## src/rtl/core_inst_queue.sv

```systemverilog
// core_inst_queue: in-order instruction queue between decode and issue.
// Ports: clk, rst (sync, active-high), flush_i; write_valid_i/write_data_i
// (sparse slots, compacted in port order), write_ready_o; read_valid_o/
// read_data_o (oldest-first, fall-through), read_num_i (pop count);
// count_o, almost_full_o.
module core_inst_queue #(
    parameter int DATA_WIDTH   = 32,
    parameter int DEPTH        = 8,
    parameter int WRITE_PORT   = 2,
    parameter int READ_PORT    = 2,
    parameter int AFULL_THRESH = DEPTH - WRITE_PORT
) (
    input  logic                             clk,
    input  logic                             rst,
    input  logic                             flush_i,
    input  logic [WRITE_PORT-1:0]            write_valid_i,
    input  logic [WRITE_PORT*DATA_WIDTH-1:0] write_data_i,
    output logic                             write_ready_o,
    output logic [READ_PORT-1:0]             read_valid_o,
    output logic [READ_PORT*DATA_WIDTH-1:0]  read_data_o,
    input  logic [$clog2(READ_PORT+1)-1:0]   read_num_i,
    output logic [$clog2(DEPTH+1)-1:0]       count_o,
    output logic                             almost_full_o
);

    localparam int PW = $clog2(DEPTH);
    localparam int CW = $clog2(DEPTH + 1);

    localparam logic [CW-1:0] WR_LIMIT = CW'(DEPTH - WRITE_PORT);
    localparam logic [CW-1:0] AF_LIMIT = CW'(AFULL_THRESH);
    localparam logic [CW-1:0] RD_MAX   = CW'(READ_PORT);

    logic [DATA_WIDTH-1:0] mem_q [DEPTH];
    logic [PW-1:0]         head_q, head_d;
    logic [PW-1:0]         tail_q, tail_d;
    logic [CW-1:0]         count_q, count_d;

    logic [PW-1:0] woff [WRITE_PORT];
    logic [CW-1:0] wnum;
    logic [CW-1:0] wnum_acc;
    logic [CW-1:0] rreq;
    logic [CW-1:0] rnum;
    logic          wfire;

    assign write_ready_o = (count_q <= WR_LIMIT);
    assign almost_full_o = (count_q >= AF_LIMIT);
    assign count_o       = count_q;

    // Compaction: each valid slot lands at tail plus the number of
    // valid slots below it.
    always_comb begin
        wnum = '0;
        for (int k = 0; k < WRITE_PORT; k++) begin
            woff[k] = wnum[PW-1:0];
            wnum    = wnum + CW'(write_valid_i[k]);
        end
    end

    assign wfire    = write_ready_o && (|write_valid_i) && !flush_i;
    assign wnum_acc = wfire ? wnum : '0;

    // Clamp pops to what is both visible and present.
    always_comb begin
        rreq = CW'(read_num_i);
        if (rreq > RD_MAX) begin
            rreq = RD_MAX;
        end
        rnum = (rreq > count_q) ? count_q : rreq;
    end

    assign head_d  = head_q + PW'(rnum);
    assign tail_d  = tail_q + PW'(wnum_acc);
    assign count_d = count_q + wnum_acc - rnum;

    for (genvar i = 0; i < READ_PORT; i++) begin : g_rd
        assign read_valid_o[i] = (count_q > CW'(i));
        assign read_data_o[i*DATA_WIDTH +: DATA_WIDTH] =
            mem_q[head_q + PW'(i)];
    end

    always_ff @(posedge clk) begin
        if (rst || flush_i) begin
            head_q  <= '0;
            tail_q  <= '0;
            count_q <= '0;
        end else begin
            head_q  <= head_d;
            tail_q  <= tail_d;
            count_q <= count_d;
        end
    end

    // Storage is deliberately not reset; pointers gate visibility.
    always_ff @(posedge clk) begin
        if (!rst && wfire) begin
            for (int k = 0; k < WRITE_PORT; k++) begin
                if (write_valid_i[k]) begin
                    mem_q[tail_q + woff[k]] <=
                        write_data_i[k*DATA_WIDTH +: DATA_WIDTH];
                end
            end
        end
    end

endmodule

```

## config.mk

```make
export PLATFORM = sky130hd
export DESIGN_NAME = core_inst_queue
export DESIGN_NICKNAME = d
export VERILOG_FILES = /design/src/rtl/core_inst_queue.sv
export SDC_FILE = /design/constraint.sdc
export NUM_CORES = 1
export LEC_CHECK = 0
export ABC_AREA = 1
export CORE_UTILIZATION = 45
export DETAILED_ROUTE_END_ITERATION = 8
export SETUP_SLACK_MARGIN = 0.5
export SYNTH_ARGS = -nofsm -noshare
export SYNTH_HDL_FRONTEND = slang
export SYNTH_SLANG_ARGS = --single-unit
export TNS_END_PERCENT = 10
```

## constraint.sdc

```tcl
create_clock -name clk -period 5.6 [get_ports clk]
set_clock_uncertainty 0.05 [all_clocks]
set_input_delay 1.4 -clock clk [delete_from_list [all_inputs] [get_ports clk]]
set_output_delay 1.4 -clock clk [all_outputs]
set_load 0.02 [all_outputs]
```

==> results.tsv <==
metric	value	unit
period_share	89.2	%
netSwitchingPower	3360	µW
tritoncts	built	
insertedDiodeCount	0	
postSynthNetCount	2433	
yosys.area_share.adder	1.53	%
post_synthesis_share_of_cell_area_spent_on_and_or_nand_and_nor_gates	19.0	%
coreArea	0.0399	mm²
drive_gt1_share	5.39	%
timing.slew.headroom	26.6	%
drt_iter0_markers	1603	
nets	2424	
post_synth_xor_area_fraction	0.232	%
design.die.area	0.0415	mm²
worstHoldPathType	flip-flop to flip-flop	
level_count_of_the_clock_h_tree	2	
post_synth_instance_area	0.0183	mm²
syn_avg_cell_area	7.83	µm²
placement.io_buffers	142	
dieWidth	204	µm
synth-edff-count	256	
number_of_buffers_added_to_fix_hold_violations_after_cts	0	
routed_wirelength	62000	µm
power.internal	4970	µW
maxCapViolations	0	
post-route-min-period	4990	ps
io-pin-count	143	
routedWlPerCell	21.5	µm
synth_async_sr_flop_share	0	%
grt_setup_unrepaired	no	
crit_path_top_delay_cell	sky130_fd_sc_hd__dfxtp_4	
critical_path.cell_chain	ha_2, inv_2, buf_4, a21oi_1, o21ai_0, nand2_1, o21a_1, clkdlybuf4s50_1	
areaGrowthSynthToFinish	13.9	%
avgViaCountPerCell	5.91	
clk_pin_slew_worst_paths	50	ps
crit_path_max_incr_delay	650	ps
synth_top_family_by_area	compound AO/OA/AOI/OAI gates	
first_global_vias	16200	
cts_max_path_buffers	3	
max-vdd-ir-drop	0.259	mV
crit_path_start_kind	flip-flop	
effective_utilization_at_floorplan	45.9	%
grt_start_max_net_pins	151	
worstMarginPinSlew	1100	ps
grt_remaining_overflow	0	
setup.worst_path.end_class	output port	
power_per_cell_area	399	mW/mm²
half_perimeter_wire_length_of_the_detailed_placement_result	34900	µm
power_frac_seq	27.7	%
timing.fmax	0.200	GHz
count_of_buffer_and_inverter_cells_on_the_critical_path	3	
yosysWarningCount	0	
timing.setup.critical_path_class	flip-flop to output port	
cts.sinks	266	
status	complete, no violations	
synth_top_flop_cell	sky130_fd_sc_hd__edfxtp_1	
timing.critical_path.max_delay_family	buffers and inverters	
final_hold_violations	0	
setup_viol_count_final	0	
tns	0	ps
root_buffer	sky130_fd_sc_hd__clkbuf_16	
drt_pass1_iterations	5	
synth_cell_type_count	30	
p_comb_share	47.1	%
synth.ff_latch_count	266	
crit_path_max_fanout	32	
chipHeight	204	µm
post_synth_mux_area_share	0	%
crit_required	4150	ps
row_count	73	
post-route-drc-count	0	
grt_usage	29.7	%
cts_repair_resize_count	0	
syn-instance-count	2342	
grt_first_pass_wirelength	94600	µm
fin_hold_ws	572	ps
power.switching_fraction	40.3	%
gp_congestion	0.838	
cts-buffers-inserted	34	
grt_antenna_before_repair	0	
compound_gate_fraction_of_synth_area	26.0	%
synth-seq-area-share	43.0	%
part_of_the_power_in_the_clock_network	25.1	%
worst-endpoint-arrival	3540	ps
p_leak	0.00782	µW
timing_max_transition_violations_final	0	
clock_insertion_delay_at_the_later_pin_of_the_skew_report	500	ps
vias	17000	
postRouteAntennaNets	0	
-- worst min-delay path, stage by stage (launching register included) --
cell	delay (ps)
sky130_fd_sc_hd__dfxtp_1	370
sky130_fd_sc_hd__xnor2_1	170
sky130_fd_sc_hd__nor2_1	40
-- what timing repair did --
action                     4_1_cts  5_1_grt
setup endpoints to repair        3        0
hold endpoints to repair         0        0
buffers inserted                 1        0
-- synthesized netlist by cell type, types with 5 or more instances --
cell / n / share of area, %
sky130_fd_sc_hd__clkbuf_1: 63 / 1.3
sky130_fd_sc_hd__buf_1: 22 / 0.45
sky130_fd_sc_hd__nand3_1: 300 / 8.2
sky130_fd_sc_hd__nand2_2: 5 / 0.17
sky130_fd_sc_hd__o21bai_1: 257 / 11
sky130_fd_sc_hd__o21a_1: 32 / 1.3
sky130_fd_sc_hd__o21ai_1: 35 / 0.96
sky130_fd_sc_hd__inv_2: 13 / 0.27
sky130_fd_sc_hd__buf_4: 22 / 0.90
sky130_fd_sc_hd__dfxtp_1: 10 / 1.1
sky130_fd_sc_hd__buf_2: 126 / 3.4
sky130_fd_sc_hd__edfxtp_1: 256 / 42
sky130_fd_sc_hd__nor2_1: 83 / 1.7
sky130_fd_sc_hd__nand2_1: 411 / 8.4
sky130_fd_sc_hd__inv_1: 187 / 3.8
sky130_fd_sc_hd__o21ai_0: 289 / 7.9
sky130_fd_sc_hd__a21oi_1: 195 / 5.3
sky130_fd_sc_hd__ha_1: 16 / 1.1
-- layer usage --
metal	GRT usage, %	routed length (µm)	vias up
met5	0	0	-
met4	11.7	2120	0
met3	3.19	4370	135
met2	50.6	30100	734
met1	38.5	25300	8139
li1	-	-	8024
-- logic make-up (layout without fill, tap and decap cells) --
kind of cell	count (synthesis)	in the layout
xor gates and xnor gates	4	4
adders and majority gates	20	20
AOI/OAI and AO/OA	809	809
and+or+nand+nor	810	810
buffers and inverters	433	446
DFF	266	266
-- power groups by stage --
stage	sequential [µW]	clock (µW)	combinational (µW)
finish	2310	2090	3920
CTS	2310	2110	3910
floorplan	2320	0	2430
global route	2310	2180	4270
detailed placement	2370	0	3850
global placement	2360	0	3800
-- area by class of cell --
type | instances | area [µm²]
well taps | 525 | 657
fillers | 3692 | 19000
flip-flops and latches | 266 | 7900
multi-input cells | 1643 | 8610
repair buffers | 188 | 1920
clock inverters | 15 | 120
clock buffers | 43 | 916
inverters | 200 | 758
-- per-stage QoR --
step	util (%)	cells	worst slack, ps	total power [µW]	cell area, µm²
CTS	52.3	2880	649	8330	20900
finish	52.3	2880	606	8330	20900
detailed placement	49.7	2821	946	6220	19800
global route	52.3	2880	543	8770	20900
floorplan	-	2342	1870	4750	18300
global placement	49.7	2821	1050	6160	19800
-- cell usage in the layout (no fill, tap or decap), types with 11 or more instances in the layout --
cell type                         instances
sky130_fd_sc_hd__nor2_1                  83
sky130_fd_sc_hd__nand2_1                405
sky130_fd_sc_hd__nand3_1                300
sky130_fd_sc_hd__clkdlybuf4s50_1        142
sky130_fd_sc_hd__buf_12                  12
sky130_fd_sc_hd__o21bai_1               257
sky130_fd_sc_hd__ha_1                    15
sky130_fd_sc_hd__clkbuf_16               35
sky130_fd_sc_hd__o21a_1                  32
sky130_fd_sc_hd__o21ai_0                289
sky130_fd_sc_hd__inv_1                  187
sky130_fd_sc_hd__buf_4                   34
sky130_fd_sc_hd__nand2_2                 11
sky130_fd_sc_hd__inv_2                   12
sky130_fd_sc_hd__a21oi_1                195
sky130_fd_sc_hd__edfxtp_1               256
sky130_fd_sc_hd__o21ai_1                 35
-- registers in the layout, summed over array words and instances (netlist names) --
register,cells
tail_q,3
head_q,3
count_o,4
mem_q,256
-- worst paths after layout --
path | from | endpoint | slack, ps | cells after the start
hold reg to reg | tail_q[2] | tail_q[2] | 570 | 2
setup / recovery | head_q[1] | read_data_o[46] | 610 | 8
hold / removal | tail_q[2] | tail_q[2] | 570 | 2
setup reg to reg | count_o[1] | count_o[3] | 2570 | 14
No activity file was read; power rests on OpenSTA's default activity.
